File: config.mk
export PLATFORM = sky130hd
export DESIGN_NAME = rd_deserializer_flat
export DESIGN_NICKNAME = d
export VERILOG_FILES = /design/src/rtl/rd_deserializer_if.sv /design/src/rtl/rd_deserializer.sv /design/src/flat_wrapper.sv
export SDC_FILE = /design/constraint.sdc
export NUM_CORES = 1
export LEC_CHECK = 0
export ABC_AREA = 1
export BUFFER_PORTS_ARGS = -buffer_cell sky130_fd_sc_hd__clkbuf_2
export CELL_PAD_IN_SITES_DETAIL_PLACEMENT = 0
export CELL_PAD_IN_SITES_GLOBAL_PLACEMENT = 1
export CORE_MARGIN = 4
export CORE_UTILIZATION = 25
export CTS_BUF_LIST = sky130_fd_sc_hd__clkbuf_8
export CTS_CLUSTER_DIAMETER = 120
export CTS_CLUSTER_SIZE = 8
export DETAILED_ROUTE_END_ITERATION = 8
export GPL_TIMING_DRIVEN = 0
export HOLD_SLACK_MARGIN = 0.1
export PLACE_DENSITY_LB_ADDON = 0.1
export SYNTH_ARGS = -nofsm -noshare
export SYNTH_HDL_FRONTEND = slang
export SYNTH_SLANG_ARGS = --single-unit
File: constraint.sdc
create_clock -name clk -period 2.12 [get_ports clk]
set_input_delay 0.424 -clock clk [delete_from_list [all_inputs] [get_ports clk]]
set_output_delay 0.424 -clock clk [all_outputs]
set_load 0.005 [all_outputs]
File: src/rtl/rd_deserializer_if.sv
// rd_deserializer_if: single-cycle write port into the RD event buffer.
interface rd_deserializer_if #(parameter int ADDR_W = 11);
  logic              wr_en;
  logic [ADDR_W-1:0] wr_addr;
  logic [11:0]       wr_data0;
  logic [11:0]       wr_data1;
  logic              perr0;
  logic              perr1;
  modport master (output wr_en, wr_addr, wr_data0, wr_data1, perr0, perr1);
  modport slave  (input  wr_en, wr_addr, wr_data0, wr_data1, perr0, perr1);
endinterface

File: src/rtl/rd_deserializer.sv
// rd_deserializer: frames two RD serial lanes (12 data bits MSB first + odd parity) into buffer writes.
// Optional RD_PATTERN_CHECK_EN adds pattern_err_count against the fake RD source ramp.
module rd_deserializer #(
  parameter int NUM_WORDS = 2048,
  parameter int ADDR_W    = 11,
  parameter int PRE_CLKS  = 3,
  parameter int TIMEOUT   = 1024,
  parameter int TIMEOUT_W = 16
) (
  input  logic              clk,
  input  logic              rst_n,
  input  logic              enable,
  input  logic              arm,
  input  logic              xfr_clk,
  input  logic              serial_in0,
  input  logic              serial_in1,
  rd_deserializer_if.master wr,
  output logic [15:0]       perr_count,
  output logic              busy,
  output logic              done,
  output logic              timeout_err
`ifdef RD_PATTERN_CHECK_EN
  ,
  output logic [15:0]       pattern_err_count
`endif
);
  typedef enum logic [1:0] {IDLE, SKIP, SHIFT} state_t;
  state_t                 state;
  logic [2:0]             xs;
  logic [1:0]             s0, s1;
  logic                   ev, p0, p1, x0, x1;
  logic [11:0]            sh0, sh1;
  logic [3:0]             bit_cnt;
  logic [7:0]             skip_cnt;
  logic [ADDR_W-1:0]      word_cnt;
  logic [TIMEOUT_W-1:0]   idle_cnt;
  assign ev   = xs[1] & ~xs[2];
  assign busy = state != IDLE;
  assign p0   = ~(x0 ^ s0[1]);
  assign p1   = ~(x1 ^ s1[1]);
  // lanes share the clock's sync depth so the edge-event cycle sees the matching data bit
  always_ff @(posedge clk or negedge rst_n)
    if (!rst_n) begin
      xs <= '1;
      s0 <= '1;
      s1 <= '1;
    end else begin
      xs <= {xs[1:0], xfr_clk};
      s0 <= {s0[0], serial_in0};
      s1 <= {s1[0], serial_in1};
    end
  always_ff @(posedge clk or negedge rst_n)
    if (!rst_n) begin
      state       <= IDLE;
      wr.wr_en    <= 1'b0;
      wr.wr_addr  <= '0;
      wr.wr_data0 <= '0;
      wr.wr_data1 <= '0;
      wr.perr0    <= 1'b0;
      wr.perr1    <= 1'b0;
      perr_count  <= '0;
      done        <= 1'b0;
      timeout_err <= 1'b0;
      sh0         <= '0;
      sh1         <= '0;
      x0          <= 1'b0;
      x1          <= 1'b0;
      bit_cnt     <= '0;
      skip_cnt    <= '0;
      word_cnt    <= '0;
      idle_cnt    <= '0;
`ifdef RD_PATTERN_CHECK_EN
      pattern_err_count <= '0;
`endif
    end else begin
      wr.wr_en <= 1'b0;
      done     <= 1'b0;
      if (!enable) state <= IDLE;
      else if (state == IDLE) begin
        if (arm) begin
          state       <= SKIP;
          perr_count  <= '0;
          timeout_err <= 1'b0;
          bit_cnt     <= '0;
          skip_cnt    <= '0;
          word_cnt    <= '0;
          idle_cnt    <= '0;
          x0          <= 1'b0;
          x1          <= 1'b0;
`ifdef RD_PATTERN_CHECK_EN
          pattern_err_count <= '0;
`endif
        end
      end else if (ev) begin
        idle_cnt <= '0;
        if (state == SKIP) begin
          skip_cnt <= skip_cnt + 8'd1;
          if (skip_cnt == 8'(PRE_CLKS - 1)) state <= SHIFT;
        end else if (bit_cnt == 4'd12) begin
          wr.wr_en    <= 1'b1;
          wr.wr_addr  <= word_cnt;
          wr.wr_data0 <= sh0;
          wr.wr_data1 <= sh1;
          wr.perr0    <= p0;
          wr.perr1    <= p1;
          if ((p0 | p1) && perr_count != 16'hFFFF) perr_count <= perr_count + 16'd1;
`ifdef RD_PATTERN_CHECK_EN
          if ((sh0 != 12'(word_cnt) || sh1 != 12'd0 - 12'(word_cnt)) && pattern_err_count != 16'hFFFF)
            pattern_err_count <= pattern_err_count + 16'd1;
`endif
          x0       <= 1'b0;
          x1       <= 1'b0;
          bit_cnt  <= '0;
          word_cnt <= word_cnt + 1'b1;
          if (word_cnt == ADDR_W'(NUM_WORDS - 1)) begin
            done  <= 1'b1;
            state <= IDLE;
          end
        end else begin
          sh0     <= {sh0[10:0], s0[1]};
          sh1     <= {sh1[10:0], s1[1]};
          x0      <= x0 ^ s0[1];
          x1      <= x1 ^ s1[1];
          bit_cnt <= bit_cnt + 4'd1;
        end
      end else if (idle_cnt == TIMEOUT_W'(TIMEOUT - 1)) begin
        timeout_err <= 1'b1;
        done        <= 1'b1;
        state       <= IDLE;
      end else idle_cnt <= idle_cnt + 1'b1;
    end
endmodule

File: src/flat_wrapper.sv
// flat-port wrapper written by rule: the top's interface ports become plain ports
module rd_deserializer_flat 
#(
  parameter int NUM_WORDS = 2048,
  parameter int ADDR_W    = 11,
  parameter int PRE_CLKS  = 3,
  parameter int TIMEOUT   = 1024,
  parameter int TIMEOUT_W = 16
)
  (clk, rst_n, enable, arm, xfr_clk, serial_in0, serial_in1, perr_count, busy, done, timeout_err, wr_wr_en, wr_wr_addr, wr_wr_data0, wr_wr_data1, wr_perr0, wr_perr1);
  rd_deserializer_if #(.ADDR_W(ADDR_W)) wr_i ();
  input  logic clk;
  input  logic rst_n;
  input  logic enable;
  input  logic arm;
  input  logic xfr_clk;
  input  logic serial_in0;
  input  logic serial_in1;
  output logic [15:0] perr_count;
  output logic busy;
  output logic done;
  output logic timeout_err;
  output wire logic [$bits(wr_i.wr_en)-1:0] wr_wr_en;
  output wire logic [$bits(wr_i.wr_addr)-1:0] wr_wr_addr;
  output wire logic [$bits(wr_i.wr_data0)-1:0] wr_wr_data0;
  output wire logic [$bits(wr_i.wr_data1)-1:0] wr_wr_data1;
  output wire logic [$bits(wr_i.perr0)-1:0] wr_perr0;
  output wire logic [$bits(wr_i.perr1)-1:0] wr_perr1;
  assign wr_wr_en = wr_i.wr_en;
  assign wr_wr_addr = wr_i.wr_addr;
  assign wr_wr_data0 = wr_i.wr_data0;
  assign wr_wr_data1 = wr_i.wr_data1;
  assign wr_perr0 = wr_i.perr0;
  assign wr_perr1 = wr_i.perr1;
  rd_deserializer #(.NUM_WORDS(NUM_WORDS), .ADDR_W(ADDR_W), .PRE_CLKS(PRE_CLKS), .TIMEOUT(TIMEOUT), .TIMEOUT_W(TIMEOUT_W)) u_core (.clk(clk), .rst_n(rst_n), .enable(enable), .arm(arm), .xfr_clk(xfr_clk), .serial_in0(serial_in0), .serial_in1(serial_in1), .wr(wr_i), .perr_count(perr_count), .busy(busy), .done(done), .timeout_err(timeout_err));
endmodule
==> summary.md <==
| Metric | Value |
|---|---|
| Initial Utilization | `0.256` |
| Cell area after synthesis | `6290 µm²` |
| Layout Nets | `892` |
| F_max | `0.500 GHz` |
| Most frequent cells in the layout | `225 x nand2_1, 120 x dfrtp_1, 94 x inv_1, 75 x nor2_1, 63 x clkbuf_2` |
| Num CTS Buffers | `17` |
| Synth Instances | `787` |
| Seq/Total Area, Yosys | `0.519` |
| Number of synthesized register bits | `130` |
| Die height | `167 µm` |
| Synth Net Count | `801` |
| Sum of negative setup slack | `0 ps` |
| Crit path launch type | `register` |
| Unrepaired setup endpoints after global routing | `false` |
| Netlist cell types | `34` |
| Sink Count | `130` |
| All-Layer GR Usage | `0.132` |
| Antenna violations before repair | `0` |
| Htree depth | `4` |
| Clk buf depth | `2` |
| Setup WS post-layout | `between 100 and 150 ps` |
| Sequential share of power | `0.427` |
| Switch Pwr | `approximately 2.5 mW` |
| Cell Pwr Density | `roughly 950 nW/µm²` |
| Final hold violations | `0` |
| Worst clock skew | `18.2 ps` |
| DR WL/cell | `approximately 15 µm` |
| DRC Markers | `0` |
| Switching part of the total | `0.345` |
| Io pins | `64` |
| Worst-Margin Slew | `~540 ps` |
| Initial DRC count | `272` |
| Clock Latency Late Sink | `450 ps` |
| Syn avg cell area | `around 8 µm²` |
| Worst EP required | `1700 ps` |
| Root buffer cell | `clkbuf_8` |
| Headroom to the max-slew limit | `0.637` |
| Outcome | `finished, final reports clean` |
| Final wirelength | `17.7 mm` |
| Final Max Tran Viols | `0` |
| Die width | `167 µm` |
| Clk pwr share | `0.337` |
| Leakage | `3.62 nW` |
| Commonest non-fill, non-tap cell in the layout | `nand2_1` |
| Final cell count without fillers | `1215` |
| Vias | `5395` |
| DR pass1 iterations | `5` |
| Antenna diodes | `0` |
| Kind of critical path | `register to output pin` |
| First-pass GRT wire length | `29.8 mm` |
| Vias in the first global route | `5580` |
| YS warnings | `0` |
| Comb power frac | `0.236` |
| Largest net degree at the start of global routing | `96` |
| Crit end category | `output pin` |
| Ys flop type | `dfrtp_1` |
| Tmin final | `2000 ps` |
| Port Buf Inserts | `63` |
| Die Area | `27700 µm²` |
| Placed cell count | `1175` |
| Area growth syn-to-layout | `20.7%` |
| Total congestion overflow | `0` |
| Worst endpoint data arrival time | `between 1500 and 2000 ps` |
| R2R setup slack | `190 ps` |
| Placement Setup Slack | `41.2 ps` |
| Vias per cell | `4.44` |
| Worst-path fanout max | `11` |
| RePlAce Congestion | `around 0.82` |
| VDD IR-drop max | `0.385 mV` |
| Cell Int Power | `around 4.7 mW` |
| Post-synth EDFFs | `0` |
| Tcrit/Tclk final | `0.942` |
| Slowest stage delay, CP | `around 450 ps` |
| Worst path cell trace | `nor2_4, buf_8, inv_4, buf_4, clkbuf_2` |
| Final setup fails | `0` |
| Post-synth ARST share | `1.00` |
| Area of the core | `~25000 µm²` |
| Total power | `7.24 mW` |
| Worst-path clk slew | `80 ps` |
| Share of cells above drive strength 1 | `0.162` |
| Num rows | `57` |
| Hpwl dp | `12.5 mm` |
| CTS tree | `done` |
| Slowest CP cell | `dfrtp_2` |
| Worst Hold Class | `primary input to register` |
| Max-cap violations | `0` |
| Routed Antenna Nets | `0` |
## layout make-up
cell class              count  area (µm²)
fillers                  2671       16900
flip-flops and latches    130        3270
multi-input cells         538        2520
repair buffers             73         429
well taps                 324         405
inverters                  95         359
clock buffers              18         248
clock inverters            14         203
plain buffers              23         158
## power by group through the flow
stage          registers (mW)  logic, mW  clock network, mW
3_5_place_dp             3.14       1.69                  0
3_3_place_gp             3.14       1.66                  0
4_1_cts                  3.09       1.72               2.56
2_1_floorplan            3.07       1.04                  0
6_report                 3.09       1.71               2.44
5_1_grt                  3.14       1.95               2.66
## sequential cells by signal (all words and copies together) (netlist names), 2 cells and up
register / count
u_core.state: 2
u_core.s0: 2
u_core.wr.wr_data0: 12
u_core.bit_cnt: 4
u_core.wr.wr_addr: 11
u_core.idle_cnt: 16
u_core.sh1: 12
u_core.xs: 3
u_core.skip_cnt: 8
u_core.sh0: 12
u_core.perr_count: 16
u_core.wr.wr_data1: 12
u_core.word_cnt: 11
u_core.s1: 2
## cells in the mapped netlist, types with 2 or more instances
master / n / area [µm²]
or2_2: 2 / 12.5
nand4_1: 17 / 106
nor2_4: 4 / 45.0
clkbuf_1: 7 / 26.3
xnor2_1: 2 / 17.5
nand2_4: 4 / 45.0
nand2_1: 225 / 845
nand3_1: 60 / 300
inv_1: 93 / 349
o21ai_1: 39 / 195
ha_1: 7 / 87.6
buf_4: 2 / 15.0
xor2_1: 5 / 43.8
a21oi_1: 24 / 120
inv_2: 2 / 7.51
buf_2: 8 / 40.0
buf_6: 6 / 67.6
dfrtp_1: 123 / 3080
nor2_1: 77 / 289
nor3_1: 14 / 70.1
o21ai_0: 47 / 235
dfstp_2: 7 / 184
## metal layers
layer / up-vias / GRT usage / share of wire
li1: 2696 / - / -
met1: 2594 / 0.182 / 0.49
met2: 90 / 0.210 / 0.46
met3: 15 / 0.0315 / 0.032
met4: 0 / 0.0363 / 0.015
met5: - / 0 / 0
## through the flow
step / utilization / hold slack, ps / area [µm²]
after floorplan: - / 128 / 6290
after global placement: 0.286 / 349 / 7010
after detailed placement: 0.287 / 348 / 7040
after CTS: 0.307 / 335 / 7540
after global routing: 0.309 / 367 / 7590
final: 0.309 / 357 / 7590
## final timing paths
path,start,end,cells after the start
max in group asynchronous,rst_n,u_core.s1[1]$_DFF_PN1_,3
min reg2reg,u_core.s0[0]$_DFF_PN1_,u_core.s0[1]$_DFF_PN1_,0
min,enable,u_core.skip_cnt[1]$_DFFE_PN0P_,3
max reg2reg,u_core.idle_cnt[0]$_DFFE_PN0P_,u_core.idle_cnt[13]$_DFFE_PN0P_,9
max,u_core.state[1]$_DFFE_PN0P_,busy,5
min in group asynchronous,rst_n,u_core.idle_cnt[5]$_DFFE_PN0P_,2
## critical path, delay by kind of cell (launching register included)
| kind | cells | cell delay (ps) |
|---|---|---|
| buffers and inverters | 4 | 530 |
| DFF | 1 | 450 |
| and+or+nand+nor | 1 | 150 |
## kinds of logic (layout without fill, tap and decap cells)
family	count (synthesis)	count (layout)	share of synthesized area
and+or+nand+nor	408	408	0.280
DFF	130	130	0.519
buffers and inverters	119	223	0.0812
AOI/OAI and AO/OA	116	116	0.0957
adders and majority gates	7	7	0.0139
xor gates and xnor gates	7	7	0.00975
## repair_timing
item / 4_1_cts / 5_1_grt
setup endpoints to repair: 1 / 59
hold buffers: 4 / 0
gates resized for setup: 2 / 7
setup buffers: 1 / 4
gates cloned: 0 / 0
hold endpoints to repair: 35 / 0
pin swaps: 1 / 1
(Power assumes the default switching activity.)
